<file path="src/rtl/vc_outport.sv">
// vc_outport: virtual-channel output port.
//
// PN input ports compete for one output link that carries VCN virtual
// channels. Each VC has a credit counter that tracks free slots in the
// downstream buffer. A packet's head flit claims a free VC. Its body and tail
// flits follow on that VC. The tail flit releases the VC.
//
// Only one flit is granted per cycle. The grant rotates round-robin among the
// eligible ports. A granted flit is registered and appears on the out_* port
// in the next cycle.
//
// Ports:
//   clk, rst      clock; synchronous active-high reset
//   in_vld        per-port flit request                  [PN]
//   in_data       per-port payload, port p at [p*DW +: DW]
//   in_ft         per-port flit type {TAIL, DATA, HD}, port p at [p*FT +: FT]
//   in_gnt        one-hot grant; the flit is consumed in the grant cycle [PN]
//   out_vld       one-cycle flit-valid pulse
//   out_data/out_ft/out_vc  registered flit and one-hot VC (held when idle)
//   credit        per-VC credit-return pulse from downstream [VCN]
//   err           sticky protocol / credit-overflow flag
//   stat_flits    sent-flit counter, only when VC_OUTPORT_STATS_EN is defined
//
// Optional feature: define VC_OUTPORT_STATS_EN to build the 16-bit flit counter.
// Without the macro, stat_flits is tied to zero.

module vc_outport #(
  parameter int VCN  = 2,
  parameter int DW   = 32,
  parameter int FT   = 3,
  parameter int FCPD = 1,
  parameter int PN   = 5
) (
  input  logic              clk,
  input  logic              rst,
  input  logic [PN-1:0]     in_vld,
  input  logic [PN*DW-1:0]  in_data,
  input  logic [PN*FT-1:0]  in_ft,
  output logic [PN-1:0]     in_gnt,
  output logic              out_vld,
  output logic [DW-1:0]     out_data,
  output logic [FT-1:0]     out_ft,
  output logic [VCN-1:0]    out_vc,
  input  logic [VCN-1:0]    credit,
  output logic              err,
  output logic [15:0]       stat_flits
);

  localparam int PW = (PN > 1) ? $clog2(PN) : 1;
  localparam int VW = (VCN > 1) ? $clog2(VCN) : 1;
  localparam logic [3:0] CMAX = 4'(FCPD);

  typedef enum logic {VC_FREE, VC_BUSY} vc_state_t;
  typedef enum logic {P_IDLE, P_HOLD} port_state_t;

  // The VC-to-owner mapping is stored on the port side (p_vc).
  // A busy VC therefore needs only its state bit here.
  vc_state_t   vc_st [VCN];
  logic [3:0]  cnt   [VCN];
  port_state_t p_st  [PN];
  logic [VW-1:0] p_vc [PN];
  logic [PW-1:0] rr_ptr;

  logic [DW-1:0] data_a [PN];
  logic [FT-1:0] ft_a   [PN];
  logic [PN-1:0] hd, tl;

  // Split the flat input buses into per-port fields.
  for (genvar g = 0; g < PN; g++) begin : g_split
    assign data_a[g] = in_data[g*DW +: DW];
    assign ft_a[g]   = in_ft[g*FT +: FT];
    assign hd[g]     = in_ft[g*FT];
    assign tl[g]     = in_ft[g*FT + 2];
  end

  // Find the VCs that can accept a new head flit.
  // The loop runs downward so that the lowest-index candidate is written last
  // and therefore wins.
  logic [VCN-1:0] vc_avail;
  logic           any_avail;
  logic [VW-1:0]  alloc_vc;
  always_comb begin
    vc_avail = '0;
    alloc_vc = '0;
    for (int v = VCN - 1; v >= 0; v--) begin
      if (vc_st[v] == VC_FREE && cnt[v] != 4'd0) begin
        vc_avail[v] = 1'b1;
        alloc_vc    = VW'(v);
      end
    end
    any_avail = |vc_avail;
  end

  // Classify each request as eligible, waiting, or a protocol violation.
  // A violation never produces a grant.
  // Eligibility uses the registered credit count, so a credit that arrives
  // this cycle cannot unblock a grant in the same cycle.
  logic [PN-1:0] elig, proto_err;
  always_comb begin
    elig      = '0;
    proto_err = '0;
    for (int p = 0; p < PN; p++) begin
      if (in_vld[p]) begin
        if (p_st[p] == P_HOLD) begin
          if (hd[p])                       proto_err[p] = 1'b1;
          else if (cnt[p_vc[p]] != 4'd0)   elig[p]      = 1'b1;
        end else begin
          if (!hd[p])                      proto_err[p] = 1'b1;
          else if (any_avail)              elig[p]      = 1'b1;
        end
      end
    end
  end

  // Round-robin search.
  // It starts one past the last granted port and wraps modulo PN.
  logic          gnt_any;
  logic [PW-1:0] gnt_p;
  logic [PW-1:0] idx;
  always_comb begin
    gnt_any = 1'b0;
    gnt_p   = '0;
    idx     = '0;
    for (int k = 1; k <= PN; k++) begin
      idx = PW'((int'(rr_ptr) + k) % PN);
      if (!gnt_any && elig[idx]) begin
        gnt_any = 1'b1;
        gnt_p   = idx;
      end
    end
  end

  // A held port keeps its VC. An idle port takes the lowest available VC.
  logic [VW-1:0] gnt_vc;
  assign gnt_vc = (p_st[gnt_p] == P_HOLD) ? p_vc[gnt_p] : alloc_vc;
  assign in_gnt = (gnt_any && !rst) ? (PN'(1) << gnt_p) : '0;

  // Per-VC credit bookkeeping.
  // A send and a credit return in the same cycle cancel out.
  // A credit that arrives at a VC already holding FCPD credits is dropped and
  // flagged as an error.
  logic [VCN-1:0] vc_dec, vc_inc, vc_ovf;
  always_comb begin
    vc_dec = '0;
    vc_inc = '0;
    vc_ovf = '0;
    for (int v = 0; v < VCN; v++) begin
      vc_dec[v] = gnt_any && (gnt_vc == VW'(v));
      vc_ovf[v] = credit[v] && (cnt[v] == CMAX);
      vc_inc[v] = credit[v] && (cnt[v] != CMAX);
    end
  end

  // Main state register: credits, ownership, round-robin pointer, output stage.
  // A reset in the middle of a packet drops all ownership, so the next head flit
  // starts from a clean allocation.
  always_ff @(posedge clk) begin
    if (rst) begin
      for (int v = 0; v < VCN; v++) begin
        cnt[v]   <= CMAX;
        vc_st[v] <= VC_FREE;
      end
      for (int p = 0; p < PN; p++) begin
        p_st[p] <= P_IDLE;
        p_vc[p] <= '0;
      end
      rr_ptr   <= PW'(PN - 1);
      err      <= 1'b0;
      out_vld  <= 1'b0;
      out_data <= '0;
      out_ft   <= '0;
      out_vc   <= '0;
    end else begin
      err <= err | (|proto_err) | (|vc_ovf);
      for (int v = 0; v < VCN; v++) begin
        case ({vc_dec[v], vc_inc[v]})
          2'b10:   cnt[v] <= cnt[v] - 4'd1;
          2'b01:   cnt[v] <= cnt[v] + 4'd1;
          default: cnt[v] <= cnt[v];
        endcase
      end
      out_vld <= gnt_any;
      if (gnt_any) begin
        out_data <= data_a[gnt_p];
        out_ft   <= ft_a[gnt_p];
        out_vc   <= VCN'(1) << gnt_vc;
        rr_ptr   <= gnt_p;
        if (tl[gnt_p]) begin
          vc_st[gnt_vc] <= VC_FREE;
          p_st[gnt_p]   <= P_IDLE;
        end else begin
          vc_st[gnt_vc] <= VC_BUSY;
          p_st[gnt_p]   <= P_HOLD;
          p_vc[gnt_p]   <= gnt_vc;
        end
      end
    end
  end

`ifdef VC_OUTPORT_STATS_EN
  // The counter advances on the same edge that raises out_vld.
  // It therefore always equals the number of out_vld pulses issued so far,
  // and it wraps naturally at 16 bits.
  logic [15:0] flit_cnt;
  always_ff @(posedge clk) begin
    if (rst)          flit_cnt <= '0;
    else if (gnt_any) flit_cnt <= flit_cnt + 16'd1;
  end
  assign stat_flits = flit_cnt;
`else
  assign stat_flits = 16'h0;
`endif

endmodule

</file>
<file path="config.mk">
export PLATFORM = sky130hd
export DESIGN_NAME = vc_outport
export DESIGN_NICKNAME = d
export VERILOG_FILES = /design/src/rtl/vc_outport.sv
export SDC_FILE = /design/constraint.sdc
export NUM_CORES = 1
export LEC_CHECK = 0
export CELL_PAD_IN_SITES_DETAIL_PLACEMENT = 0
export CELL_PAD_IN_SITES_GLOBAL_PLACEMENT = 1
export CORE_MARGIN = 2
export CORE_UTILIZATION = 30
export CTS_BUF_LIST = sky130_fd_sc_hd__clkbuf_8
export CTS_CLUSTER_DIAMETER = 40
export DETAILED_ROUTE_END_ITERATION = 10
export GPL_TIMING_DRIVEN = 1
export HOLD_SLACK_MARGIN = 0.05
export PLACE_DENSITY = 0.9
export RECOVER_POWER = 25
export SETUP_SLACK_MARGIN = 0.5
export SYNTH_ARGS = -nofsm -noshare
export SYNTH_HDL_FRONTEND = slang
export SYNTH_SLANG_ARGS = --single-unit
</file>
<file path="constraint.sdc">
create_clock -name clk -period 6.5 [get_ports clk]
set_clock_uncertainty 0.05 [all_clocks]
set_input_delay 0.65 -clock clk [delete_from_list [all_inputs] [get_ports clk]]
set_output_delay 0.65 -clock clk [all_outputs]
set_load 0.01 [all_outputs]
</file>
Word-level counts from Yosys, hierarchy flattened
Memories as Yosys holds them, arrays and structs flattened.
Cells that the tools add are included.
{ "classes": {"addsub": 9, "div": 5, "magnitude_cmp": 7, "eq_ne": 8, "shifts": 2, "muxes": 124, "bitwise_logic": 14, "reduce_logical": 33} }
{ "op_table": {"columns": ["operator", "n"], "rows": [
  ["$mod A32 B4 Y32 const B", 5],
  ["$mux W1", 98],
  ["$bmux W32 S3", 1],
  ["$mux W32", 2],
  ["$reduce_bool A4 Y1", 7],
  ["$mux W3", 9],
  ["$lt A3 B4 Y1 const B", 6],
  ["$mux W4", 6],
  ["$bmux W1 S3", 6],
  ["$logic_and A1 B1 Y1", 13],
  ["$or A1 B1 Y1", 10],
  ["$bmux W3 S3", 1],
  ["$add A3 B2 Y4 const B", 2],
  ["$add A3 B3 Y4 const B", 2],
  ["$add A4 B1 Y4 const B", 2],
  ["$eq A4 B1 Y1 const B", 2],
  ["$ne A4 B1 Y1 const B", 2],
  ["$reduce_or A2 Y1", 4],
  ["$sub A4 B1 Y4 const B", 2],
  ["$logic_not A1 Y1", 5],
  ["$mux W5", 1],
  ["$reduce_or A5 Y1", 1],
  ["$shl A1 B3 Y5 const A", 1],
  ["$add A3 B1 Y4 const B", 1],
  ["other kinds (7)", 13]
]} }
{ "word_totals": {"regBits": 42, "ramBits": 20, "in_bits": 184, "elab_cells": 212, "n_memories": 4} }
{ "memory_table": {"columns": ["name", "words", "word_bits", "rd", "rd_ports_with_merged_regs", "write_ports", "line", "text"], "rows": [
  ["cnt", 2, 4, 7, 0, 2, "59", "logic [3:0] cnt [VCN];"],
  ["p_st", 5, 1, 6, 0, 5, "60", "port_state_t p_st [PN];"],
  ["p_vc", 5, 1, 6, 0, 5, "61", "logic [VW-1:0] p_vc [PN];"],
  ["vc_st", 2, 1, 2, 0, 2, "58", "vc_state_t vc_st [VCN];"]
]} }

Longest topological paths before layout
Gate-level depths: netlist of run 1.
An unclocked memory read counts as a cell.
{ "logic_depth": {"depth_word": 35, "mapped_depth": 33, "depth_no_buf": 30} }

Worst setup path after synthesis of run 1
OpenSTA, ideal clock, no wires.
{ "synth_path": {"path_type": "register to register", "startpoint": "reg rr_ptr[0]", "endpoint": "mem cnt[1][3], data pin", "setup_ns": 0.262, "arrival_time_ns": 6.345, "path_slack_ns": -0.157, "stages_incl_launch_ff": 31, "path_buffers": 1, "cell_sequence": "dfxtp_1 > clkinv_1 > ha_1 > ha_1 > nor3b_1 > o22ai_1 > xnor2_1 > inv_1 > ha_1 > nand2b_1 > and2_1 > a32o_1 > a21o_1 > a2111oi_0 > a311oi_1 > or4_4 > a21oi_1 > nor3_1 > mux2_2 > a32o_1 > buf_6 > inv_4 > nor2_1 > ha_1 > nor4_1 > or2_2 > nor3_1 > a32oi_1 > nor2_1 > a21oi_1 > o21ai_0"} }
{ "synth_lines": {"columns": ["item", "line", "text"], "rows": [
  ["start: declaration", "62", "logic [PW-1:0] rr_ptr;"],
  ["start signal: assignment", "167", "rr_ptr <= PW'(PN - 1);"],
  ["start signal: assignment", "187", "rr_ptr <= gnt_p;"],
  ["end: declaration", "59", null]
]} }

==> results of run 1 <==
## flip-flops by register name, indices dropped and copies added, names as in the netlist
signal	flops
cnt	8
err	1
out_data	32
out_ft	3
out_vc	2
out_vld	1
p_st	6
p_vc	6
rr_ptr	3
vc_st	2
## worst max-delay path, delay by kind of cell (launching register included)
family	cells	cell delay (ps)
muxes	1	160
buffers and inverters	8	1060
AOI/OAI and AO/OA	8	1370
DFF	1	400
adders and majority gates	4	980
and+or+nand+nor	8	1620
xor gates and xnor gates	2	330
## final timing paths
kind / start / cells after the start / endpoint / slack [ps]
worst max-delay path: rr_ptr[1] / 31 / cnt[0][3] / 280
worst min-delay path: out_ft[0] / 2 / out_ft[0] / 420
worst max register to register: rr_ptr[1] / 31 / cnt[0][3] / 280
worst min register to register: out_ft[0] / 2 / out_ft[0] / 420
## stage by stage
step	setup WS, ps	util, %	hold WS (ps)
6_report	277	47.4	417
5_1_grt	37.7	47.4	450
4_1_cts	469	45.1	423
3_5_place_dp	-138	42.8	411
3_3_place_gp	153	42.8	407
2_1_floorplan	460	-	426
## synthesized netlist by cell type, drive strengths merged (5+ instances only)
cell / instances / area [sq um]
nand3: 21 / 110
a311o: 34 / 340
dfxtp: 42 / 841
nand2: 111 / 419
mux2i: 16 / 160
or4: 6 / 52.6
a31oi: 6 / 52.6
or2: 6 / 37.5
inv: 30 / 115
o211ai: 6 / 50.1
a32o: 5 / 50.1
ha: 37 / 463
nand2b: 15 / 93.8
nor2: 80 / 310
nor3: 18 / 100
o21bai: 9 / 67.6
edfxtp: 22 / 661
a211oi: 72 / 691
a21oi: 53 / 265
a32oi: 7 / 68.8
clkbuf: 39 / 146
a21o: 9 / 67.6
buf: 37 / 259
nor2b: 8 / 50.1
o21ai: 23 / 115
and3: 37 / 231
xnor2: 16 / 159
nor4: 10 / 77.6
## area by class of cell
type | instances | area (sq um)
timing repair buffer | 299 | 2860
clock inverter | 6 | 108
fill | 2081 | 11500
tap | 280 | 350
multi-input combinational | 688 | 5240
sequential | 64 | 1510
clock buffer | 10 | 138
inverter | 33 | 134
## layer usage
layer | share of wire (%) | track usage, % | vias to the layer above
met3 | 4.8 | 3.83 | 35
met5 | 0.051 | 0 | -
met4 | 1.9 | 5.86 | 2
li1 | - | - | 3615
met2 | 51 | 35.1 | 203
met1 | 42 | 25.8 | 3587
## what timing repair did
item | CTS | global route
setup buffers | 15 | 22
pin swaps | 11 | 32
hold buffers | 0 | 0
gates resized for setup | 34 | 68
hold endpoints to repair | 0 | 0
setup endpoints to repair | 20 | 20
## kinds of logic after synthesis
kind of cell / after synthesis / synth area share (%)
other: 1 / 0.0564
adder cells (fa/ha/maj): 38 / 7.26
flip-flops: 64 / 22.6
AND/OR/NAND/NOR: 335 / 24.9
buffers and inverters: 109 / 7.99
AO/OA/AOI/OAI: 258 / 31.3
XOR/XNOR: 19 / 2.78
multiplexers: 20 / 3.08
==> flow_metrics.py, run 1 <==
metrics = {
    "placement": {
        "port_buffers": 227,
        "dp_cells": 1327,
        "place_area_sq_um": 9350,
        "hpwlAfterDp_mm": 18.2,
        "routabilityCongestion": 0.903,
    },
    "clock_tree": {
        "cts_max_level": 3,
        "path_clk_slew_ps": 90,
        "cts_tree": "yes",
        "cts.sinks": 64,
        "clkLatencyLatePin_ps": 370,
        "clk_path_buf_depth": 2,
        "clockRootBuffer": "clkbuf_8",
        "cts_made_buffers": 9,
    },
    "sta": {
        "tightest_slew_ps": 3870,
        "setup_tns_ps": 0,
        "rsz0062_at_grt": "yes",
        "period_share_pct": 95.7,
        "timing.fmax_mhz": 161,
        "slew_headroom_pct": -158,
        "hold_viol": 0,
        "slew_violations": 65,
        "fin_crit_ps": 6220,
        "setup_viol": 0,
    },
    "logic_synthesis": {
        "synthFlopType": "dfxtp_1",
        "syn_area_per_cell_sq_um": 7.88,
        "synth-edff-count": 22,
        "yosysSeqAreaShare_pct": 22.6,
        "syn_area_sq_um": 6650,
        "async_flop_share_pct": 0,
        "synth.distinct_cells": 82,
        "ys_seq_elements": 64,
        "yosysWarningCount": 0,
        "netlist_instances": 844,
    },
    "critical_path": {
        "critPathLaunchType": "flip-flop",
        "crit_arrival_ps": 6300,
        "cp-end-kind": "flip-flop",
        "cp_max_fo": 6,
        "crit_type": "reg -> reg",
        "worst-endpoint-required_ps": 6570,
        "slowest_delay_ps": 590,
        "cp_slowest_cell": "or4_4",
    },
    "drt": {
        "drt_first_iter_violations": 434,
        "drc": 0,
        "wl_per_cell_microns": 18.3,
        "num_vias": 7442,
        "vias_per_cell": 5.39,
        "drt-total-wl_mm": 25.3,
        "ant_nets": 0,
        "drt_pre_antenna_iters": 5,
    },
    "die": {
        "core_area_sq_um": 21800,
        "die_area_sq_um": 23400,
        "die_h_microns": 153,
        "start_util_pct": 30.5,
        "die_w_microns": 153,
        "rows": 54,
        "io_pins": 244,
    },
    "cells_and_area": {
        "antenna-diode-count": 0,
        "fin_nets": 1317,
        "final_area_sq_um": 10300,
        "final_cell_mix": "clkdlybuf4s50_1 (193), nand2_1 (108), nor2_1 (73), buf_4 (63), a21oi_1 (47)",
        "syn2layout_area_growth_pct": 55.5,
        "drive_gt1_share_pct": 20.7,
        "instances_no_fill": 1380,
        "final_common_cell": "clkdlybuf4s50_1",
    },
    "outcome": {
        "violations": "max-capacitance violations, max-slew violations",
        "status": "finished, violations left",
    },
    "global_route": {
        "track_usage_pct": 20.3,
        "grt_pass1_vias": 7228,
        "antenna_found_initial": 1,
        "gr-total-overflow": 0,
        "grt_pass1_wl_mm": 38.8,
        "grt_max_degree": 69,
    },
    "job": {
        "drv_cap": 1,
    },
    "hold_path": {
        "hold_path.class": "reg -> reg",
    },
}
Power of run 1 is not shown: default switching activity piles up to over one toggle a cycle in this logic, so the estimate is an artifact.
==> run 2: changes to the inputs <==
--- a/config.mk
+++ b/config.mk
@@ -5,9 +5,10 @@
 export SDC_FILE = /design/constraint.sdc
 export NUM_CORES = 1
 export LEC_CHECK = 0
+export CAP_MARGIN = 5
 export CELL_PAD_IN_SITES_DETAIL_PLACEMENT = 0
 export CELL_PAD_IN_SITES_GLOBAL_PLACEMENT = 1
-export CORE_MARGIN = 2
+export CORE_MARGIN = 4
 export CORE_UTILIZATION = 30
 export CTS_BUF_LIST = sky130_fd_sc_hd__clkbuf_8
 export CTS_CLUSTER_DIAMETER = 40
@@ -17,6 +18,7 @@
 export PLACE_DENSITY = 0.9
 export RECOVER_POWER = 25
 export SETUP_SLACK_MARGIN = 0.5
+export SLEW_MARGIN = 20
 export SYNTH_ARGS = -nofsm -noshare
 export SYNTH_HDL_FRONTEND = slang
 export SYNTH_SLANG_ARGS = --single-unit
==> run 2 against run 1 <==
The flow now finishes without violations; non-clock buffer count shrank 12; design area decreased by 2.3%; die area is 5.3% higher; critical path depth unchanged; final cell count down 0.94%; wire length is 1.7% higher; core utilization shrank 1.1 points; sequential share of layout area up 0.34 points; first-iteration DRC count is 1.2% lower; flip-flop and latch count stayed put.
==> flow_metrics.py, run 2 (synthesis gave the netlist of run 1 again) <==
metrics = {
    "cells_and_area": {
        "largestRegisters": "out_data (32), cnt (8)",
        "final_common_cell": "clkdlybuf4s50_1",
        "fin_nets": 1305,
        "largest_register_ffs": 32,
        "syn2layout_area_growth_pct": 51.9,
        "regMostFlops": "out_data",
        "final_cell_mix": "clkdlybuf4s50_1 (194), nand2_1 (108), nor2_1 (76), buf_4 (53), a21oi_1 (47)",
        "final_area_sq_um": 10100,
        "drive_gt1_share_pct": 19.3,
        "antenna-diode-count": 0,
    },
    "global_route": {
        "track_usage_pct": 18.9,
        "grt_max_degree": 69,
        "antenna_found_initial": 0,
        "grt_pass1_vias": 6860,
        "grt_pass1_wl_mm": 37.3,
        "gr-total-overflow": 0,
    },
    "clock_tree": {
        "cts_tree": "yes",
        "clkLatencyLatePin_ps": 370,
        "clk_path_buf_depth": 2,
        "cts_max_level": 3,
        "cts_made_buffers": 9,
        "clockRootBuffer": "clkbuf_8",
        "path_clk_slew_ps": 90,
        "cts.sinks": 64,
        "hold_buffers": 0,
    },
    "sta": {
        "finalWorstSetupSlack_ps": 416,
        "slew_violations": 0,
        "slew_headroom_pct": 37.7,
        "fin_hold_ws_ps": 417,
        "timing.fmax_mhz": 164,
        "period_share_pct": 93.6,
        "hold_viol": 0,
        "setup_viol": 0,
        "fin_crit_ps": 6080,
        "rsz0062_at_grt": "yes",
        "tightest_slew_ps": 935,
        "setup_tns_ps": 0,
    },
    "die": {
        "die_w_microns": 157,
        "core_area_sq_um": 21800,
        "io_pins": 244,
        "die_area_sq_um": 24600,
        "rows": 54,
        "start_util_pct": 30.5,
        "die_h_microns": 157,
    },
    "drt": {
        "drt_pre_antenna_iters": 5,
        "num_vias": 7437,
        "wl_per_cell_microns": 18.8,
        "vias_per_cell": 5.44,
        "drt-total-wl_mm": 25.7,
        "drt_first_iter_violations": 429,
        "ant_nets": 0,
        "drc": 0,
    },
    "placement": {
        "routabilityCongestion": 0.877,
        "place_ws_ps": 65.4,
        "port_buffers": 227,
        "place_area_sq_um": 9270,
        "hpwlAfterDp_mm": 18.4,
    },
    "critical_path": {
        "cp_num_buf_inv": 5,
        "worst-endpoint-required_ps": 6580,
        "crit_arrival_ps": 6170,
        "crit_type": "reg -> reg",
        "cp_max_fo": 7,
        "cp-end-kind": "flip-flop",
        "cp_slowest_cell": "a2111oi_4",
        "slowest_delay_ps": 400,
        "cp_top_family": "simple AND/OR/NAND/NOR gates",
        "critPathLaunchType": "flip-flop",
    },
    "hold_path": {
        "hold_path.class": "reg -> reg",
    },
    "outcome": {
        "status": "finished, final reports clean",
    },
    "job": {
        "drv_cap": 0,
    },
}
run 2: stage by stage:
stage	instances	util [%]
floorplan	861	-
global placement	1318	42.5
detailed placement	1318	42.5
CTS	1348	44.4
global route	1367	46.3
finish	1367	46.3
run 2: final cells by class:
| class | instances | area [sq um] |
|---|---|---|
| clock buffer | 10 | 138 |
| fill | 2102 | 11700 |
| sequential | 64 | 1510 |
| clock inverter | 5 | 25.0 |
| multi-input combinational | 688 | 5160 |
| timing repair buffer | 287 | 2780 |
| inverter | 33 | 141 |
| tap | 280 | 350 |
run 2: final timing paths:
| path | slack [ps] | cells after the start | startpoint | endpoint |
|---|---|---|---|---|
| max | 420 | 31 | rr_ptr[1] | cnt[1][3] |
| min | 420 | 2 | out_ft[0] | out_ft[0] |
| max reg2reg | 420 | 31 | rr_ptr[1] | cnt[1][3] |
| min reg2reg | 420 | 2 | out_ft[0] | out_ft[0] |
run 2: repair_timing:
item / in CTS / in global routing
pin swaps: 8 / 15
setup endpoints to repair: 47 / 50
gates cloned: 0 / 1
setup buffers: 15 / 18
resized for setup: 34 / 54
run 2: worst register-to-register path, delay by kind of cell, from the launching register on:
family | cells | cell delay [ps]
flip-flops | 1 | 390
buffers and inverters | 5 | 680
XOR/XNOR | 1 | 180
AND/OR/NAND/NOR | 12 | 1840
AO/OA/AOI/OAI | 9 | 1820
adder cells (fa/ha/maj) | 4 | 870
run 2: metal layers:
metal | GRT usage, % | wire [microns] | up-vias | part of all wire, %
met5 | 0 | 0 | - | 0
met4 | 5.99 | 750 | 0 | 2.9
met3 | 4.29 | 1460 | 41 | 5.7
met2 | 31.4 | 12800 | 233 | 50
met1 | 24.3 | 10600 | 3573 | 41
li1 | - | - | 3590 | -
Power of run 2 is left out for the same reason.
